==> src/rtl/muldiv_pkg.sv <==
// rtl/muldiv_pkg.sv - shared RV32M funct3, state and iteration constants
package muldiv_pkg;

    localparam int ITER_COUNT = 32;

    localparam logic [2:0] FUNCT3_MUL    = 3'b000;
    localparam logic [2:0] FUNCT3_MULH   = 3'b001;
    localparam logic [2:0] FUNCT3_MULHSU = 3'b010;
    localparam logic [2:0] FUNCT3_MULHU  = 3'b011;
    localparam logic [2:0] FUNCT3_DIV    = 3'b100;
    localparam logic [2:0] FUNCT3_DIVU   = 3'b101;
    localparam logic [2:0] FUNCT3_REM    = 3'b110;
    localparam logic [2:0] FUNCT3_REMU   = 3'b111;

    typedef enum logic [1:0] {
        ST_IDLE = 2'd0,
        ST_RUN  = 2'd1,
        ST_DONE = 2'd2
    } state_t;

endpackage

==> src/rtl/muldiv_unit.sv <==
// rtl/muldiv_unit.sv - iterative RV32M multiply/divide, fixed 33-cycle latency
module muldiv_unit
    import muldiv_pkg::*;
#(
    parameter int XLEN = 32
) (
    input  logic            clk,
    input  logic            rst,
    input  logic            start,
    input  logic [2:0]      funct3,
    input  logic [XLEN-1:0] rs1_data,
    input  logic [XLEN-1:0] rs2_data,
    input  logic [4:0]      rd_num,
    output logic            busy,
    output logic            done,
    output logic [XLEN-1:0] result,
    output logic [4:0]      result_rd,
    output logic            result_we
);

    state_t            state, nextState;
    logic [5:0]        stepCnt;
    logic [2:0]        op;
    logic [4:0]        rdReg;
    logic [2*XLEN-1:0] acc;
    logic [XLEN-1:0]   operandB;
    logic              negA, negB, divZero, divOvf;
    logic              aSigned, bSigned;
    logic [XLEN:0]     mulSum, divDiff;

    function automatic logic [XLEN-1:0] magnitude(input logic [XLEN-1:0] v, input logic isSigned);
        return (isSigned && v[XLEN-1]) ? -v : v;
    endfunction

    // acc holds {hi, lo} product for multiplies, {remainder, quotient} for divides.
    function automatic logic [XLEN-1:0] finalize(input logic [2:0] f, input logic [2*XLEN-1:0] a,
                                                 input logic nA, input logic nB,
                                                 input logic dz, input logic ovf);
        logic [2*XLEN-1:0] prod;
        logic [XLEN-1:0]   quo, rem;
        prod = (nA ^ nB) ? -a : a;
        quo  = a[XLEN-1:0];
        rem  = a[2*XLEN-1:XLEN];
        case (f)
            FUNCT3_MUL:  return prod[XLEN-1:0];
            FUNCT3_DIV:  return dz ? '1 : ovf ? {1'b1, {(XLEN-1){1'b0}}} : ((nA ^ nB) ? -quo : quo);
            FUNCT3_DIVU: return dz ? '1 : quo;
            FUNCT3_REM:  return ovf ? '0 : (nA ? -rem : rem);
            FUNCT3_REMU: return rem;
            default:     return prod[2*XLEN-1:XLEN];
        endcase
    endfunction

    always_comb begin
        aSigned = (funct3 == FUNCT3_MULH) || (funct3 == FUNCT3_MULHSU) ||
                  (funct3 == FUNCT3_DIV)  || (funct3 == FUNCT3_REM);
        bSigned = (funct3 == FUNCT3_MULH) || (funct3 == FUNCT3_DIV) || (funct3 == FUNCT3_REM);
        mulSum  = {1'b0, acc[2*XLEN-1:XLEN]} + {1'b0, (acc[0] ? operandB : {XLEN{1'b0}})};
        divDiff = acc[2*XLEN-1:XLEN-1] - {1'b0, operandB};
    end

    always_ff @(posedge clk or posedge rst) begin
        if (rst) state <= ST_IDLE;
        else     state <= nextState;
    end

    always_comb begin
        nextState = state;
        case (state)
            ST_IDLE: if (start) nextState = ST_RUN;
            ST_RUN:  if (stepCnt == 6'(ITER_COUNT)) nextState = ST_DONE;
            ST_DONE: nextState = start ? ST_RUN : ST_IDLE;
            default: nextState = ST_IDLE;
        endcase
    end

    always_ff @(posedge clk or posedge rst) begin
        if (rst) begin
            stepCnt   <= '0;
            op        <= '0;
            rdReg     <= '0;
            acc       <= '0;
            operandB  <= '0;
            negA      <= 1'b0;
            negB      <= 1'b0;
            divZero   <= 1'b0;
            divOvf    <= 1'b0;
            busy      <= 1'b0;
            done      <= 1'b0;
            result    <= '0;
            result_rd <= '0;
            result_we <= 1'b0;
        end else begin
            busy      <= (nextState == ST_RUN);
            done      <= (nextState == ST_DONE);
            result_we <= (nextState == ST_DONE) && (rdReg != 5'd0);
            if (state != ST_RUN) begin
                if (start) begin
                    op       <= funct3;
                    rdReg    <= rd_num;
                    acc      <= {{XLEN{1'b0}}, magnitude(rs1_data, aSigned)};
                    operandB <= magnitude(rs2_data, bSigned);
                    negA     <= aSigned && rs1_data[XLEN-1];
                    negB     <= bSigned && rs2_data[XLEN-1];
                    divZero  <= funct3[2] && (rs2_data == '0);
                    divOvf   <= ((funct3 == FUNCT3_DIV) || (funct3 == FUNCT3_REM)) &&
                                (rs1_data == {1'b1, {(XLEN-1){1'b0}}}) && (rs2_data == '1);
                    stepCnt  <= '0;
                end
            end else if (stepCnt == 6'(ITER_COUNT)) begin
                result    <= finalize(op, acc, negA, negB, divZero, divOvf);
                result_rd <= rdReg;
            end else begin
                stepCnt <= stepCnt + 6'd1;
                if (op[2])
                    acc <= divDiff[XLEN] ? {acc[2*XLEN-2:0], 1'b0}
                                         : {divDiff[XLEN-1:0], acc[XLEN-2:0], 1'b1};
                else
                    acc <= {mulSum, acc[XLEN-1:1]};
            end
        end
    end

endmodule
==> config.mk <==
export PLATFORM = sky130hd
export DESIGN_NAME = muldiv_unit
export DESIGN_NICKNAME = d
export VERILOG_FILES = /design/src/rtl/muldiv_pkg.sv /design/src/rtl/muldiv_unit.sv
export SDC_FILE = /design/constraint.sdc
export NUM_CORES = 1
export LEC_CHECK = 0
export ABC_CLOCK_PERIOD_IN_PS = 4940
export CAP_MARGIN = 20
export CORE_ASPECT_RATIO = 0.6
export CORE_MARGIN = 2
export CORE_UTILIZATION = 33
export DETAILED_ROUTE_END_ITERATION = 12
export SYNTH_ARGS = -nofsm -noshare
export SYNTH_HDL_FRONTEND = slang
export SYNTH_SLANG_ARGS = --single-unit
==> constraint.sdc <==
create_clock -name clk -period 4.94 [get_ports clk]
set_clock_uncertainty 0.1 [all_clocks]
set_input_delay 0.988 -clock clk [delete_from_list [all_inputs] [get_ports clk]]
set_output_delay 0.988 -clock clk [all_outputs]
set_load 0.1 [all_outputs]
==> results.toml, run 1 <==
[routing]
antenna_left = 0
drt_iter0_markers = 1621
wl_um = 56200
post_drt_via_cell_ratio = 5.85
vias = 15400
drt-wirelength-per-cell_um = 21.3
firstDrtPassIters = 6
drc = 0

[power]
power_density_nw_per_um2 = 844
p_total_mw = 14.5
pwr-share-seq_pct = 19.7
power_switching_mw = 8.13
p_comb_share_pct = 71.0
ir_drop_mv = 0.356
intPower_mw = 6.36
leakage_nw = 6.96
netSwitchingFraction_pct = 56.1
pwr-share-clk_pct = 9.4

[yosys]
synth_compound_area_share_pct = 26.8
synth_area_per_cell_um2 = 7.44
ys_warn_count = 0
seq_area_frac_synth_pct = 26.3
synthMuxAreaShare_pct = 2.18
synth_most_common_cell = "nand2_1"
synth_top_family_by_area = "compound AO/OA/AOI/OAI gates"
yosysTopAreaCellShare_pct = 26.3
yosys-top-cells-area = "dfrtp_1 (26%), o21ai_0 (8.1%), xnor2_1 (7.7%)"
ys_seq_elements = 156
ys_types = 78
synth_ff_type = "dfrtp_1"
synth_area_um2 = 14900
synthAdderAreaFrac_pct = 6.24
synthSimpleGateAreaFrac_pct = 20.7
synth_edf_count = 0
synth_xor_area_share_pct = 11.9
yosys-top-cells-count = "nand2_1 (290), o21ai_0 (242), nor2_1 (171), dfrtp_1 (156), xnor2_1 (130)"
synth_nets = 2145
synth.largest_area_cell = "dfrtp_1"
async_reset_ff_share_pct = 100
synthCells = 1997

[timing]
min_period_ps = 4360
layout_setup_ws_ps = 583
rsz0062_at_grt = "false"
whs_ps = 382
finalSetupViolCount = 0
max_freq_ghz = 0.230
final_max_slew_viol_count = 0
fin_crit_sh_pct = 88.2
relSlewSlack_pct = 28.5
fin_tns_setup_ps = 0
tightest_slew_ps = 1070
hold_viol = 0

[placement]
gp_congestion = 0.959
post-place-ws_ps = 480
dp.cells = 2600
port_buffers = 114
place_area_um2 = 16600
hpwl_um = 43300

[clock_tree]
ctsResizeCount = 0
path_clk_slew_ps = 70
clk_path_buf_depth = 2
cts_made_buffers = 17
insertion_delay_ps = 460
htreeDepth = 4
hold_buffers = 0
cts_setup_buffers = 0
cts_tree = "built"
cts_sinks = 156
cts.root.buffer_cell = "clkbuf_16"

[worst_hold_path]
hold_class = "register to register"

[die]
fp.dieW_um = 278
rows = 60
io_pins = 115
coreArea_um2 = 44700
dieArea_um2 = 46800
die_y_um = 168
initial_utilization_pct = 33.3

[status]
status = "finished, final reports clean"

[global_route]
grt_max_degree = 157
grt_pass1_wl_um = 86500
grt_use_met1_pct = 37.6
grtUsageMet3_pct = 6.94
grt_pass1_vias = 14200
grt_usage_pct = 23.8
overflow = 0
grtUsageMet2_pct = 31.1
antenna_found_initial = 1
busiest_layer = "met1"

[critical_path]
crit_path_end_kind = "register"
crit_chain = "inv_1, buf_12, nor2_1, ha_1, a21oi_1, nand2_1, o211a_1, a311o_1, a2111oi_0, buf_4, o31ai_1, or2_2, a311oi_1, xor2_1, o221ai_1"
crit_type = "register to register"
crit_path_top_delay_cell = "dfrtp_1"
cp.arrival_ps = 4550
crit_fanout = 30
startpoint_type = "register"
slowest_delay_ps = 490
required_ps = 5140

[cells_and_area]
drive_gt1_share_pct = 5.23
area_growth_pct = 15.5
n_antenna_cell = 0
postLayoutCoreUtil_pct = 38.5
nNetsFinal = 2179
fin_area_um2 = 17200
fin_cells = 2633

[flow_run]
cap_violations = 0
[cell families after synthesis]
| logic type | after synthesis |
|---|---|
| adders and majority gates | 73 |
| and+or+nand+nor | 675 |
| muxes | 32 |
| xor gates and xnor gates | 202 |
| AOI/OAI and AO/OA | 631 |
| DFF | 156 |
| buffers and inverters | 228 |
[layer usage]
metal	vias up	share of wire, %
met2	699	37
met5	-	0
met3	49	11
li1	7199	-
met4	0	0.97
met1	7462	50
[placed cells by master, fill, tap and decap left out, types with 17 or more instances in the layout]
cell / Yosys / routed
nand2_1: 290 / 288
o21ai_0: 242 / 242
nor2_1: 171 / 168
dfrtp_1: 156 / 154
xnor2_1: 130 / 129
clkdlybuf4s50_1: 0 / 114
a21oi_1: 107 / 107
inv_1: 88 / 87
xor2_1: 72 / 72
ha_1: 71 / 71
nor3_1: 37 / 37
buf_4: 2 / 37
o211ai_1: 31 / 31
mux2i_1: 29 / 29
o22ai_1: 28 / 28
a221oi_1: 26 / 26
o31ai_1: 25 / 25
nand3_1: 23 / 23
a21o_1: 23 / 23
or3_1: 23 / 23
o221ai_1: 21 / 21
nor2b_1: 20 / 19
a31oi_1: 19 / 19
nand4_1: 17 / 17
clkbuf_16: 0 / 17
[area by class of cell]
cell class                      count  area (um2)
Multi-Input combinational cell   1613       10100
Timing Repair Buffer              155        1490
Clock inverter                     14         141
Tap cell                          589         737
Clock buffer                       18         439
Inverter                           88         334
Sequential cell                   156        3910
Fill cell                        4636       27500
[registers in the layout (all words and copies together) (netlist names), 2 cells and up]
signal,count
rdReg,5
acc,64
operandB,32
result,32
result_rd,5
op,3
state,2
stepCnt,6
[worst paths after layout]
kind | startpoint | endpoint | slack (ps) | cells past startpoint
setup / recovery | acc[0] | acc[62] | 580 | 15
hold / removal | result[28] | result[28] | 380 | 2
setup reg to reg | acc[0] | acc[62] | 580 | 15
hold reg to reg | result[28] | result[28] | 380 | 2
max in group asynchronous | rst | op[2] | 2800 | 3
min in group asynchronous | rst | result[11] | 1000 | 3
[power by group through the flow]
stage          registers [mW]  clock network (mW)  logic (mW)
6_report                 2.85                1.36        10.3
5_1_grt                  2.94                1.44        11.1
4_1_cts                  2.82                1.39        10.0
3_5_place_dp             2.85                   0        9.99
3_3_place_gp             2.82                   0        9.89
2_1_floorplan            2.96                   0        6.85
[worst max-delay path, delay by kind of cell, from the launching register on]
kind | cells | cell delay [ps]
simple gates | 3 | 460
xor+xnor | 1 | 210
compound gates | 7 | 2000
fa+ha+maj | 1 | 320
buf+inv | 3 | 580
flops | 1 | 490
(Power assumes the default switching activity.)
==> inputs of run 2 (changes only) <==
--- a/config.mk
+++ b/config.mk
@@ -11,6 +11,7 @@
 export CORE_MARGIN = 2
 export CORE_UTILIZATION = 33
 export DETAILED_ROUTE_END_ITERATION = 12
+export SKIP_LAST_GASP = 1
 export SYNTH_ARGS = -nofsm -noshare
 export SYNTH_HDL_FRONTEND = slang
 export SYNTH_SLANG_ARGS = --single-unit
==> results of run 2 <==
The final DEF is identical to that of run 1; final timing and power are the same.
==> inputs of run 3 (changes only) <==
--- a/config.mk
+++ b/config.mk
@@ -11,6 +11,7 @@
 export CORE_MARGIN = 2
 export CORE_UTILIZATION = 33
 export DETAILED_ROUTE_END_ITERATION = 12
+export HOLD_SLACK_MARGIN = 0.08
 export SKIP_LAST_GASP = 1
 export SYNTH_ARGS = -nofsm -noshare
 export SYNTH_HDL_FRONTEND = slang
==> results of run 3 <==
The final DEF is identical to that of run 1; final timing and power are the same.
